$ cat src/rtl/digit_serial_adder.sv
// Digit-serial adder: sums two WIDTH-bit operands DIGIT bits per clock with a registered ripple carry.
// Define SUB_EN to add the sub port (y inverted at capture, giving x + ~y + c_in).
module digit_serial_adder #(
    parameter int WIDTH = 16,
    parameter int DIGIT = 4
) (
    input  logic             clk,
    input  logic             rst_n,
    input  logic             start,
    input  logic [WIDTH-1:0] x,
    input  logic [WIDTH-1:0] y,
    input  logic             c_in,
`ifdef SUB_EN
    input  logic             sub,
`endif
    output logic             busy,
    output logic             done,
    output logic [WIDTH-1:0] s_out,
    output logic             c_out,
    output logic             ovf
);

    localparam int NDIG  = WIDTH / DIGIT;
    localparam int CNT_W = (NDIG > 1) ? $clog2(NDIG) : 1;
    localparam logic [CNT_W-1:0] LAST_DIG = CNT_W'(NDIG - 1);

    if ((DIGIT < 1) || (WIDTH < DIGIT) || ((WIDTH % DIGIT) != 0)) begin : g_param_check
        $error("digit_serial_adder: WIDTH must be a positive multiple of DIGIT");
    end

    typedef enum logic [1:0] {
        IDLE = 2'd0,
        RUN  = 2'd1,
        DONE = 2'd2
    } state_t;

    state_t             state_q, state_d;
    logic [WIDTH-1:0]   a_q, a_d;
    logic [WIDTH-1:0]   b_q, b_d;
    logic [WIDTH-1:0]   sum_q, sum_d;
    logic               carry_q, carry_d;
    logic [CNT_W-1:0]   cnt_q, cnt_d;
    logic [WIDTH-1:0]   s_out_q, s_out_d;
    logic               c_out_q, c_out_d;
    logic               ovf_q, ovf_d;

    logic [WIDTH-1:0]       y_eff;
    logic [DIGIT-1:0]       dig_sum;
    logic                   dig_carry;
    logic                   msb_cin;
    logic [WIDTH+DIGIT-1:0] sum_shift;

    always_comb begin
`ifdef SUB_EN
        y_eff = sub ? ~y : y;
`else
        y_eff = y;
`endif
    end

    // One digit of the ripple; carry into the digit's top bit is recovered from its sum bit.
    always_comb begin
        {dig_carry, dig_sum} = {1'b0, a_q[DIGIT-1:0]} + {1'b0, b_q[DIGIT-1:0]}
                             + {{DIGIT{1'b0}}, carry_q};
        msb_cin   = dig_sum[DIGIT-1] ^ a_q[DIGIT-1] ^ b_q[DIGIT-1];
        sum_shift = {dig_sum, sum_q};
    end

    always_comb begin
        state_d = state_q;
        a_d     = a_q;
        b_d     = b_q;
        sum_d   = sum_q;
        carry_d = carry_q;
        cnt_d   = cnt_q;
        s_out_d = s_out_q;
        c_out_d = c_out_q;
        ovf_d   = ovf_q;

        case (state_q)
            IDLE, DONE: begin
                if (start) begin
                    a_d     = x;
                    b_d     = y_eff;
                    carry_d = c_in;
                    sum_d   = '0;
                    cnt_d   = '0;
                    state_d = RUN;
                end else if (state_q == DONE) begin
                    state_d = IDLE;
                end
            end
            RUN: begin
                a_d     = a_q >> DIGIT;
                b_d     = b_q >> DIGIT;
                carry_d = dig_carry;
                sum_d   = sum_shift[WIDTH+DIGIT-1:DIGIT];
                cnt_d   = cnt_q + CNT_W'(1);
                if (cnt_q == LAST_DIG) begin
                    s_out_d = sum_shift[WIDTH+DIGIT-1:DIGIT];
                    c_out_d = dig_carry;
                    ovf_d   = msb_cin ^ dig_carry;
                    state_d = DONE;
                end
            end
            default: state_d = IDLE;
        endcase
    end

    always_ff @(posedge clk or negedge rst_n) begin
        if (!rst_n) begin
            state_q <= IDLE;
            a_q     <= '0;
            b_q     <= '0;
            sum_q   <= '0;
            carry_q <= 1'b0;
            cnt_q   <= '0;
            s_out_q <= '0;
            c_out_q <= 1'b0;
            ovf_q   <= 1'b0;
        end else begin
            state_q <= state_d;
            a_q     <= a_d;
            b_q     <= b_d;
            sum_q   <= sum_d;
            carry_q <= carry_d;
            cnt_q   <= cnt_d;
            s_out_q <= s_out_d;
            c_out_q <= c_out_d;
            ovf_q   <= ovf_d;
        end
    end

    assign busy  = (state_q == RUN);
    assign done  = (state_q == DONE);
    assign s_out = s_out_q;
    assign c_out = c_out_q;
    assign ovf   = ovf_q;

endmodule

$ cat config.mk
export PLATFORM = sky130hd
export DESIGN_NAME = digit_serial_adder
export DESIGN_NICKNAME = d
export VERILOG_FILES = /design/src/rtl/digit_serial_adder.sv
export SDC_FILE = /design/constraint.sdc
export NUM_CORES = 1
export LEC_CHECK = 0
export BUFFER_PORTS_ARGS = -buffer_cell sky130_fd_sc_hd__buf_2
export CORE_MARGIN = 2
export CORE_UTILIZATION = 37
export DETAILED_ROUTE_END_ITERATION = 8
export PLACE_DENSITY = 0.58
export SETUP_SLACK_MARGIN = 0.02
export SYNTH_ARGS = -nofsm -noshare
export SYNTH_HDL_FRONTEND = slang
export SYNTH_SLANG_ARGS = --single-unit
$ cat constraint.sdc
create_clock -name clk -period 2.12 [get_ports clk]
set_clock_uncertainty 0.1 [all_clocks]
set_input_delay 0.212 -clock clk [delete_from_list [all_inputs] [get_ports clk]]
set_output_delay 0.212 -clock clk [all_outputs]
set_load 0.03 [all_outputs]
==> impl_metrics.ini, run 1 <==
[job]
drv_cap = 0

[cts]
clock-root-buffer = clkbuf_8
cts_tree = built
postCtsSetupBuffers = 0
ctsHtreeMaxLevel = 3
cts.sinks = 67
clkTransAtPathRegs_ns = 0.07
clock_path_buffers = 2
clock_latency_ns = 0.34
cts_buffers = 9

[min_path]
holdPathStages = 2
hold_class = in2reg

[setup_path]
r2r_start = a_q[0]$_DFFE_PN0P_
critPathKind = reg2reg
crit_required_ns = 2.23
cp-start-kind = register
critical_path_arrival_ns = 2.02
crit_start = a_q[0]$_DFFE_PN0P_
r2r_end = ovf$_DFFE_PN0P_
rr_worst_depth = 8
reg2reg_slack_ns = 0.21
crit_path_end = ovf$_DFFE_PN0P_
end_kind = register
worstPathMaxFanout = 3

[placement]
numPortBuffers = 55
place.gp.congestion = 0.759
hpwl_um = 3530

[synthesis]
seq_area_frac_synth_pct = 58.3
ys_ff_latch = 67
yosys.area.top_type_share_pct = 58.3
synth.distinct_cells = 25
yosysWarnings = 0
synth_area_um2 = 2870
syn_avg_cell_area_um2 = 11.2
synth_top_area_cell = dfrtp_1
synth-async-reset-ratio_pct = 100
syn_inst = 257
synth_area_leaders = dfrtp_1 58%, nand2_1 6.9%, mux2_4 6.3%, a22o_1 5.8%, a31oi_1 4.8%
synth_edf_count = 0
syn_nets = 299
synth_top_flop_cell = dfrtp_1

[sta]
final-hold-violation-count = 0
rsz0062_at_grt = no
finalCritPeriodShare_pct = 90.1
period_needed_ns = 1.91
final_max_slew_viol_count = 0
fin_hold_ws_ns = 0.00988
final-setup-viol-count = 0
fmax_mhz = 524
tightest_slew_ns = 0.972
tns_ns = 0
slew_headroom_pct = 35.1

[die]
die_x_um = 92.1
core-area_um2 = 7610
die_h_um = 92.1
io_pins = 56
initial_core_util_pct = 37.8
placementRows = 32
dieArea_um2 = 8490

[power]
p_total_mw = 5.88
seqPwrFrac_pct = 38.2
p_clk_share_pct = 15.1
peakVddDrop_uv = 662
p_per_area_nw_per_um2 = 1690
switchingPower_mw = 2.38
combPwrFrac_pct = 46.8
internal_power_mw = 3.50
power.share.switching_pct = 40.4
p_leak_nw = 1.72

[drt]
num_vias = 2025
ant_nets = 0
wl_per_cell_um = 13.2
finalWirelength_um = 5580
avgViaCountPerCell = 4.78
drc = 0
drtIter0Drc = 86
firstDrtPassIters = 4

[layout]
antennaDiodeCount = 0
fin_nets = 360
fillCellCount = 752
seqCellArea_um2 = 1680
multi_input_area_um2 = 1090
layout-drive-gt1-share_pct = 29.2
fin_util_pct = 45.7
areaGrowthSynthToFinish_pct = 21.0

[global_routing]
grt_pass1_wl_um = 9830
antenna_found_initial = 0
grt_pass1_vias = 1983
grtUsageTotal_pct = 14.9
grt_max_degree = 68
overflow = 0

[run_status]
status = completed
-- metrics by stage --
stage,setup slack [ns],cells,cell area (um2)
3_3_place_gp,0.176,401,3230
4_1_cts,0.122,424,3470
3_5_place_dp,0.139,401,3230
2_1_floorplan,0.241,257,2870
6_report,0.211,424,3480
5_1_grt,0.0207,424,3480
-- final cells by class --
class	instances	share of cell area [%]
clock inverters	3	0.432
clock buffers	12	4.17
repair buffers	67	11.4
multi-input cells	168	31.4
inverters	5	0.683
well taps	102	3.67
flip-flops and latches	67	48.2
-- synthesized netlist by cell type, types with 3 or more instances --
cell / number
a31oi_1: 22
clkbuf_1: 5
a22o_1: 19
nand2_1: 53
nand2b_1: 3
buf_2: 9
inv_1: 4
mux2_4: 12
a21oi_1: 3
o21ai_0: 11
buf_6: 3
xnor2_1: 3
dfrtp_1: 67
nor2_1: 25
ha_1: 4
-- worst max-delay path, cell delays in order (launching register included) --
cell and delay [ns]:
dfrtp_1 0.41, fa_2 0.39, inv_1 0.08, fa_2 0.20, nand2b_1 0.12, o2bb2ai_2 0.13
xnor2_1 0.15, xnor2_1 0.13, o21ai_0 0.08
-- logic make-up (layout without fill, tap and decap cells) --
kind of cell             after synthesis  count (layout)  synth area share [%]
AO/OA/AOI/OAI                         58              58                  13.8
XOR/XNOR                               5               5                  1.52
adder cells (fa/ha/maj)                6               6                  3.13
buffers and inverters                 22              87                  4.22
flip-flops                            67              67                  58.3
multiplexers                          14              14                  7.05
AND/OR/NAND/NOR                       85              85                  11.9
-- state kept, by name (all words and copies together), names as in the netlist --
register  flops
a_q          16
b_q          16
c_out         1
carry_q       1
cnt_q         2
ovf           1
s_out        16
state_q       2
sum_q        12
-- layer usage --
metal	up-vias	routed length [um]	track usage [%]	part of all wire, %
met3	6	413	6.00	7.4
met5	-	0	0	0
li1	1003	-	-	-
met1	945	2680	20.9	48
met4	0	51	3.73	0.91
met2	71	2430	21.4	44
-- repair_timing --
item                       in CTS  in global routing
gates resized for setup         0                  3
setup endpoints to repair       0                  1
hold endpoints to repair       74                  0
hold buffers                    8                  0
-- power groups by stage --
stage          registers, mW  logic, mW  clock network [mW]
2_1_floorplan           2.49       1.91                   0
3_3_place_gp            2.26       2.70                   0
3_5_place_dp            2.27       2.73                   0
4_1_cts                 2.25       2.75               0.924
5_1_grt                 2.34       3.12               0.991
6_report                2.25       2.75               0.886
-- worst min path at each step --
stage          startpoint  slack [ns]                    to
2_1_floorplan       rst_n       -0.18    a_q[0]$_DFFE_PN0P_
3_3_place_gp        rst_n        0.16  s_out[5]$_DFFE_PN0P_
3_5_place_dp        rst_n        0.16  s_out[5]$_DFFE_PN0P_
4_1_cts             x[15]      0.0007   a_q[15]$_DFFE_PN0P_
5_1_grt             x[10]      0.0004   a_q[10]$_DFFE_PN0P_
6_report            x[15]        0.01   a_q[15]$_DFFE_PN0P_
-- placed cells by master (no fill, tap or decap) --
master | Yosys | routed
mux2_2 | 2 | 2
nor2b_1 | 2 | 1
nand2b_2 | 0 | 1
a31oi_1 | 22 | 22
clkinv_2 | 0 | 3
fa_2 | 0 | 2
o21ai_0 | 11 | 11
buf_2 | 9 | 55
inv_1 | 4 | 4
inv_6 | 1 | 1
xnor2_1 | 3 | 3
xor2_1 | 2 | 2
nor2_2 | 1 | 1
dfrtp_1 | 67 | 67
dlygate4sd3_1 | 0 | 8
o2bb2ai_2 | 0 | 1
nor2b_2 | 0 | 1
a22o_1 | 19 | 19
a21o_1 | 1 | 1
mux2_4 | 12 | 12
nand2b_1 | 3 | 2
nor2_1 | 25 | 25
nand2_1 | 53 | 53
a21oi_1 | 3 | 3
buf_12 | 0 | 1
nand2_4 | 1 | 1
a22oi_1 | 1 | 1
clkbuf_1 | 5 | 2
ha_1 | 4 | 4
buf_4 | 0 | 3
clkbuf_8 | 0 | 10
Note: power is estimated with default switching activity, not from simulation.
==> run 2: changes to the inputs <==
--- a/config.mk
+++ b/config.mk
@@ -9,8 +9,9 @@
 export CORE_MARGIN = 2
 export CORE_UTILIZATION = 37
 export DETAILED_ROUTE_END_ITERATION = 8
-export PLACE_DENSITY = 0.58
+export PLACE_DENSITY_LB_ADDON = 0.12
 export SETUP_SLACK_MARGIN = 0.02
 export SYNTH_ARGS = -nofsm -noshare
 export SYNTH_HDL_FRONTEND = slang
 export SYNTH_SLANG_ARGS = --single-unit
+export TNS_END_PERCENT = 30
==> run 2 against run 1 <==
  * Via count up 0.49%
  * First-iteration DRC count up 63%
  * Clock-buffer cell count down 3
  * Sequential power about the same
  * Combinational power up 3%
  * Clock power up 17%
  * Utilization up 0.82 points
  * Worst setup slack worse by 0.093 ns
  * Non-clock buffer count up 4
  * Routed wire length up 5.6%
  * Cell area up 1.8%
  * Global-route usage up 0.67 points
  * Largest cell class unchanged
  * Highest routed layer unchanged
==> impl_metrics.ini, run 2 (same netlist as run 1, synthesis figures left out) <==
[power]
peakVddDrop_uv = 570
combPwrFrac_pct = 46.2
p_total_mw = 6.09
p_per_area_nw_per_um2 = 1720
p_leak_nw = 1.75
power.share.switching_pct = 40.4
seqPwrFrac_pct = 36.7
internal_power_mw = 3.63
switchingPower_mw = 2.46
p_clk_share_pct = 17.0

[global_routing]
met1_usage_pct = 20.4
met3_usage_pct = 5.01
grt_max_degree = 51
grtUsageTotal_pct = 15.5
top_usage_layer = met2
grt_pass1_vias = 2113
grt_use_met2_pct = 24.4
antenna_found_initial = 0
overflow = 0
grt_pass1_wl_um = 10300

[cts]
cts_tree = built
cts.sinks = 67
cts_buffers = 9
clock-root-buffer = clkbuf_8
ctsHtreeMaxLevel = 3
clock_path_buffers = 2
clkTransAtPathRegs_ns = 0.08
clock_latency_ns = 0.34

[placement]
numPortBuffers = 55
hpwl_um = 3840
place.gp.congestion = 0.783
place_inst = 404

[setup_path]
r2r_start = a_q[0]$_DFFE_PN0P_
crit_path_end = ovf$_DFFE_PN0P_
reg2reg_slack_ns = 0.12
r2r_end = ovf$_DFFE_PN0P_
worstPathMaxFanout = 3
cp-start-kind = register
crit_start = a_q[0]$_DFFE_PN0P_
end_kind = register
crit_required_ns = 2.24
rr_worst_depth = 8
critical_path_arrival_ns = 2.12
critPathKind = reg2reg

[drt]
ant_nets = 0
finalWirelength_um = 5890
drtIter0Drc = 140
drc = 0
num_vias = 2035
wl_per_cell_um = 13.7
avgViaCountPerCell = 4.74
firstDrtPassIters = 5

[sta]
rsz0062_at_grt = no
final-hold-violation-count = 0
fmax_mhz = 499
final_max_slew_viol_count = 0
final-setup-viol-count = 0
tightest_slew_ns = 0.479
slew_headroom_pct = 68.1
finalCritPeriodShare_pct = 94.4
period_needed_ns = 2.00
tns_ns = 0

[die]
dieArea_um2 = 8490
core-area_um2 = 7610
placementRows = 32
initial_core_util_pct = 37.8
die_h_um = 92.1
io_pins = 56
die_x_um = 92.1

[job]
drv_cap = 0

[run_status]
status = completed

[min_path]
hold_class = in2reg

[layout]
antennaDiodeCount = 0
layout_common_cells = 67 x dfrtp_1, 55 x buf_2, 53 x nand2_1
areaGrowthSynthToFinish_pct = 23.2
fin_nets = 364
fin_cells = 429
layout-drive-gt1-share_pct = 30.3
final_common_cell = dfrtp_1
==> run 2: cell types whose count changed in the layout (fill, tap and decap cells not counted) <==
cell	change
bufinv_16	+1
fa_1	+1
fa_2	-1
clkinv_4	+1
clkbuf_1	-2
clkinvlp_4	+2
clkbuf_8	-1
buf_4	+3
dlygate4sd3_1	+1
==> run 2: how the worst min path moves through the flow <==
stage	startpoint	to	depth (start not counted)
floorplan	rst_n	a_q[0]$_DFFE_PN0P_	0
global placement	rst_n	s_out[5]$_DFFE_PN0P_	1
detailed placement	rst_n	s_out[5]$_DFFE_PN0P_	1
CTS	x[10]	a_q[10]$_DFFE_PN0P_	3
global route	x[6]	a_q[6]$_DFFE_PN0P_	3
finish	x[8]	a_q[8]$_DFFE_PN0P_	3
==> run 2: power by group through the flow <==
| stage | clock network, mW | registers, mW | logic [mW] |
|---|---|---|---|
| after global routing | 1.13 | 2.33 | 3.17 |
| final | 1.04 | 2.24 | 2.82 |
| after CTS | 1.08 | 2.25 | 2.83 |
| after detailed placement | 0 | 2.27 | 2.82 |
| after global placement | 0 | 2.26 | 2.77 |
| after floorplan | 0 | 2.49 | 1.91 |
==> run 2: per-stage QoR <==
step	setup slack (ns)	hold slack [ns]	instance area, um2	utilization (%)
2_1_floorplan	0.241	-0.184	2870	-
3_3_place_gp	0.168	0.0728	3250	42.7
3_5_place_dp	0.110	0.0748	3250	42.7
4_1_cts	0.0845	0.00148	3530	46.4
5_1_grt	0.0191	0.00402	3540	46.5
6_report	0.118	0.0146	3540	46.5
==> run 2: final cells by class <==
| class | instances | area [um2] |
|---|---|---|
| Fill cell | 762 | 4070 |
| Clock inverter | 7 | 68.8 |
| Clock buffer | 9 | 124 |
| Inverter | 5 | 23.8 |
| Timing Repair Buffer | 71 | 430 |
| Tap cell | 102 | 128 |
| Sequential cell | 67 | 1680 |
| Multi-Input combinational cell | 168 | 1090 |
==> run 2: repair_timing <==
action / 4_1_cts / 5_1_grt
resized for setup: 0 / 2
hold endpoints to repair: 25 / 0
hold buffers: 9 / 0
endpoints found under the setup margin: 0 / 1
setup buffers: 0 / 0
==> run 2: per-layer routing <==
metal,wire length [um],share of wire [%]
met1,2770,47
met2,2760,47
met3,278,4.7
met4,79,1.3
met5,0,0
==> run 2: worst max-delay path, stage by stage (launching register included) <==
cell and delay, ns:
dfrtp_1 0.40, fa_1 0.44, inv_1 0.09, fa_2 0.21, nand2b_1 0.13, o2bb2ai_2 0.14, xnor2_1 0.15, xnor2_1 0.13
o21ai_0 0.09
==> run 3: changes to the inputs <==
--- a/config.mk
+++ b/config.mk
@@ -11,6 +11,7 @@
 export DETAILED_ROUTE_END_ITERATION = 8
 export PLACE_DENSITY_LB_ADDON = 0.12
 export SETUP_SLACK_MARGIN = 0.02
+export SKIP_LAST_GASP = 1
 export SYNTH_ARGS = -nofsm -noshare
 export SYNTH_HDL_FRONTEND = slang
 export SYNTH_SLANG_ARGS = --single-unit
==> constraint.sdc (replaced) <==
create_clock -name clk -period 2.12 [get_ports clk]
set_clock_uncertainty 0.1 [all_clocks]
set_input_delay 0.212 -clock clk [delete_from_list [all_inputs] [get_ports clk]]
set_output_delay 0.212 -clock clk [all_outputs]
set_load 0.1 [all_outputs]
==> run 3 against run 2 <==
  * Non-clock buffer count up 2
  * Die area stayed put
  * First-iteration DRC count decreased by 19%
  * Utilization increased by 0.53 points
  * Critical path depth unchanged
  * Via count is 0.20% higher
==> impl_metrics.ini, run 3 (same netlist as run 1, synthesis figures left out) <==
[run_status]
status = completed

[cts]
cts_buffers = 9
cts.sinks = 67
clock_latency_ns = 0.34
clock_path_buffers = 2
clock-root-buffer = clkbuf_8
clkTransAtPathRegs_ns = 0.07
cts_tree = built
ctsHtreeMaxLevel = 3

[placement]
place_ws_ns = 0.103
dpl-instance-area_um2 = 3260
place.gp.congestion = 0.770
hpwl_um = 3860
numPortBuffers = 55

[setup_path]
critical_path_arrival_ns = 2.10
critPathKind = reg2reg
crit_start = a_q[0]$_DFFE_PN0P_
worstPathMaxFanout = 3
reg2reg_slack_ns = 0.13
max_stage_delay_ns = 0.44
crit_required_ns = 2.23
end_kind = register
crit_path_end = ovf$_DFFE_PN0P_
cp-start-kind = register
slowest_stage = fa_1
crit_chain = fa_1, inv_1, fa_1, nand2b_1, o2bb2ai_2, xnor2_1, xnor2_1, o21ai_0
crit_cells = 8
r2r_end = ovf$_DFFE_PN0P_
cp_num_buf_inv = 1
r2r_start = a_q[0]$_DFFE_PN0P_
cp_top_family = adder cells
rr_worst_depth = 8

[drt]
num_vias = 2039
ant_nets = 0
firstDrtPassIters = 4
drc = 0
finalWirelength_um = 5870
avgViaCountPerCell = 4.73
drtIter0Drc = 113
wl_per_cell_um = 13.6

[sta]
final_max_slew_viol_count = 0
period_needed_ns = 1.99
rsz0062_at_grt = no
final-setup-viol-count = 0
fin_hold_ws_ns = 0.0147
tightest_slew_ns = 0.476
final-hold-violation-count = 0
setup_slack_ns = 0.134
finalCritPeriodShare_pct = 93.7
slew_headroom_pct = 68.3
tns_ns = 0
fmax_mhz = 503

[layout]
antennaDiodeCount = 0
seqCellArea_um2 = 1680
final_common_cell = dfrtp_1
layout-drive-gt1-share_pct = 30.1
areaGrowthSynthToFinish_pct = 24.6
fillCellCount = 756
multi_input_area_um2 = 1090
final_cell_area_um2 = 3580
layout_common_cells = 67 x dfrtp_1, 54 x buf_2, 53 x nand2_1
fin_nets = 366

[global_routing]
antenna_found_initial = 0
grt_pass1_wl_um = 10100
grt_pass1_vias = 1989
overflow = 0
grt_max_degree = 51
grtUsageTotal_pct = 15.3

[die]
core-area_um2 = 7610
dieArea_um2 = 8490
die_h_um = 92.1
initial_core_util_pct = 37.8
placementRows = 32
die_x_um = 92.1
io_pins = 56

[job]
drv_cap = 0

[min_path]
hold_class = in2reg
-- run 3: cell count changes in the layout (fill, tap and decap cells not counted), sizes merged --
cell	previous run	this run
buf	62	63
clkbuf	9	10
clkinvlp	2	1
dlygate4sd3	9	10
-- run 3: layer usage --
metal	part of all wire, %	GRT usage, %	wire, um	up-vias
li1	-	-	-	1017
met1	49	21.5	2870	961
met2	44	22.3	2610	55
met3	5.7	5.75	332	6
met4	1.0	3.73	61	0
met5	0	0	0	-
-- run 3: worst min-delay path, cell delays in order --
cell and delay (ns):
buf_2 0.09, nand2_1 0.04, a31oi_1 0.07
-- run 3: stage by stage --
stage | cells | utilization [%]
floorplan | 257 | -
global placement | 404 | 42.9
detailed placement | 404 | 42.9
CTS | 430 | 46.9
global route | 431 | 47.1
finish | 431 | 47.1
-- run 3: repair_timing --
| action | CTS | global route |
|---|---|---|
| setup endpoints to repair | 0 | 1 |
| hold buffers | 10 | 0 |
| buffers inserted | 0 | 1 |
| hold endpoints to repair | 26 | 0 |
| resized for setup | 0 | 1 |
-- run 3: worst min-delay path by stage --
stage	cells after the start	from	slack, ns	to
floorplan	0	rst_n	-0.18	a_q[0]$_DFFE_PN0P_
global placement	1	rst_n	0.07	s_out[5]$_DFFE_PN0P_
detailed placement	1	rst_n	0.08	s_out[5]$_DFFE_PN0P_
CTS	3	x[9]	0.0007	a_q[9]$_DFFE_PN0P_
global route	3	y[9]	0.004	b_q[9]$_DFFE_PN0P_
finish	3	x[9]	0.01	a_q[9]$_DFFE_PN0P_
-- run 3: layout make-up --
cell class | instances | share of cell area, %
flip-flops and latches | 67 | 46.8
multi-input cells | 168 | 30.4
repair buffers | 73 | 12.9
clock buffers | 10 | 3.84
well taps | 102 | 3.56
clock inverters | 6 | 1.82
inverters | 5 | 0.664
Power of run 3 is left out: the tool's default activity adds up to more than one toggle a clock period on the data nets, which glitch-free logic cannot reach.
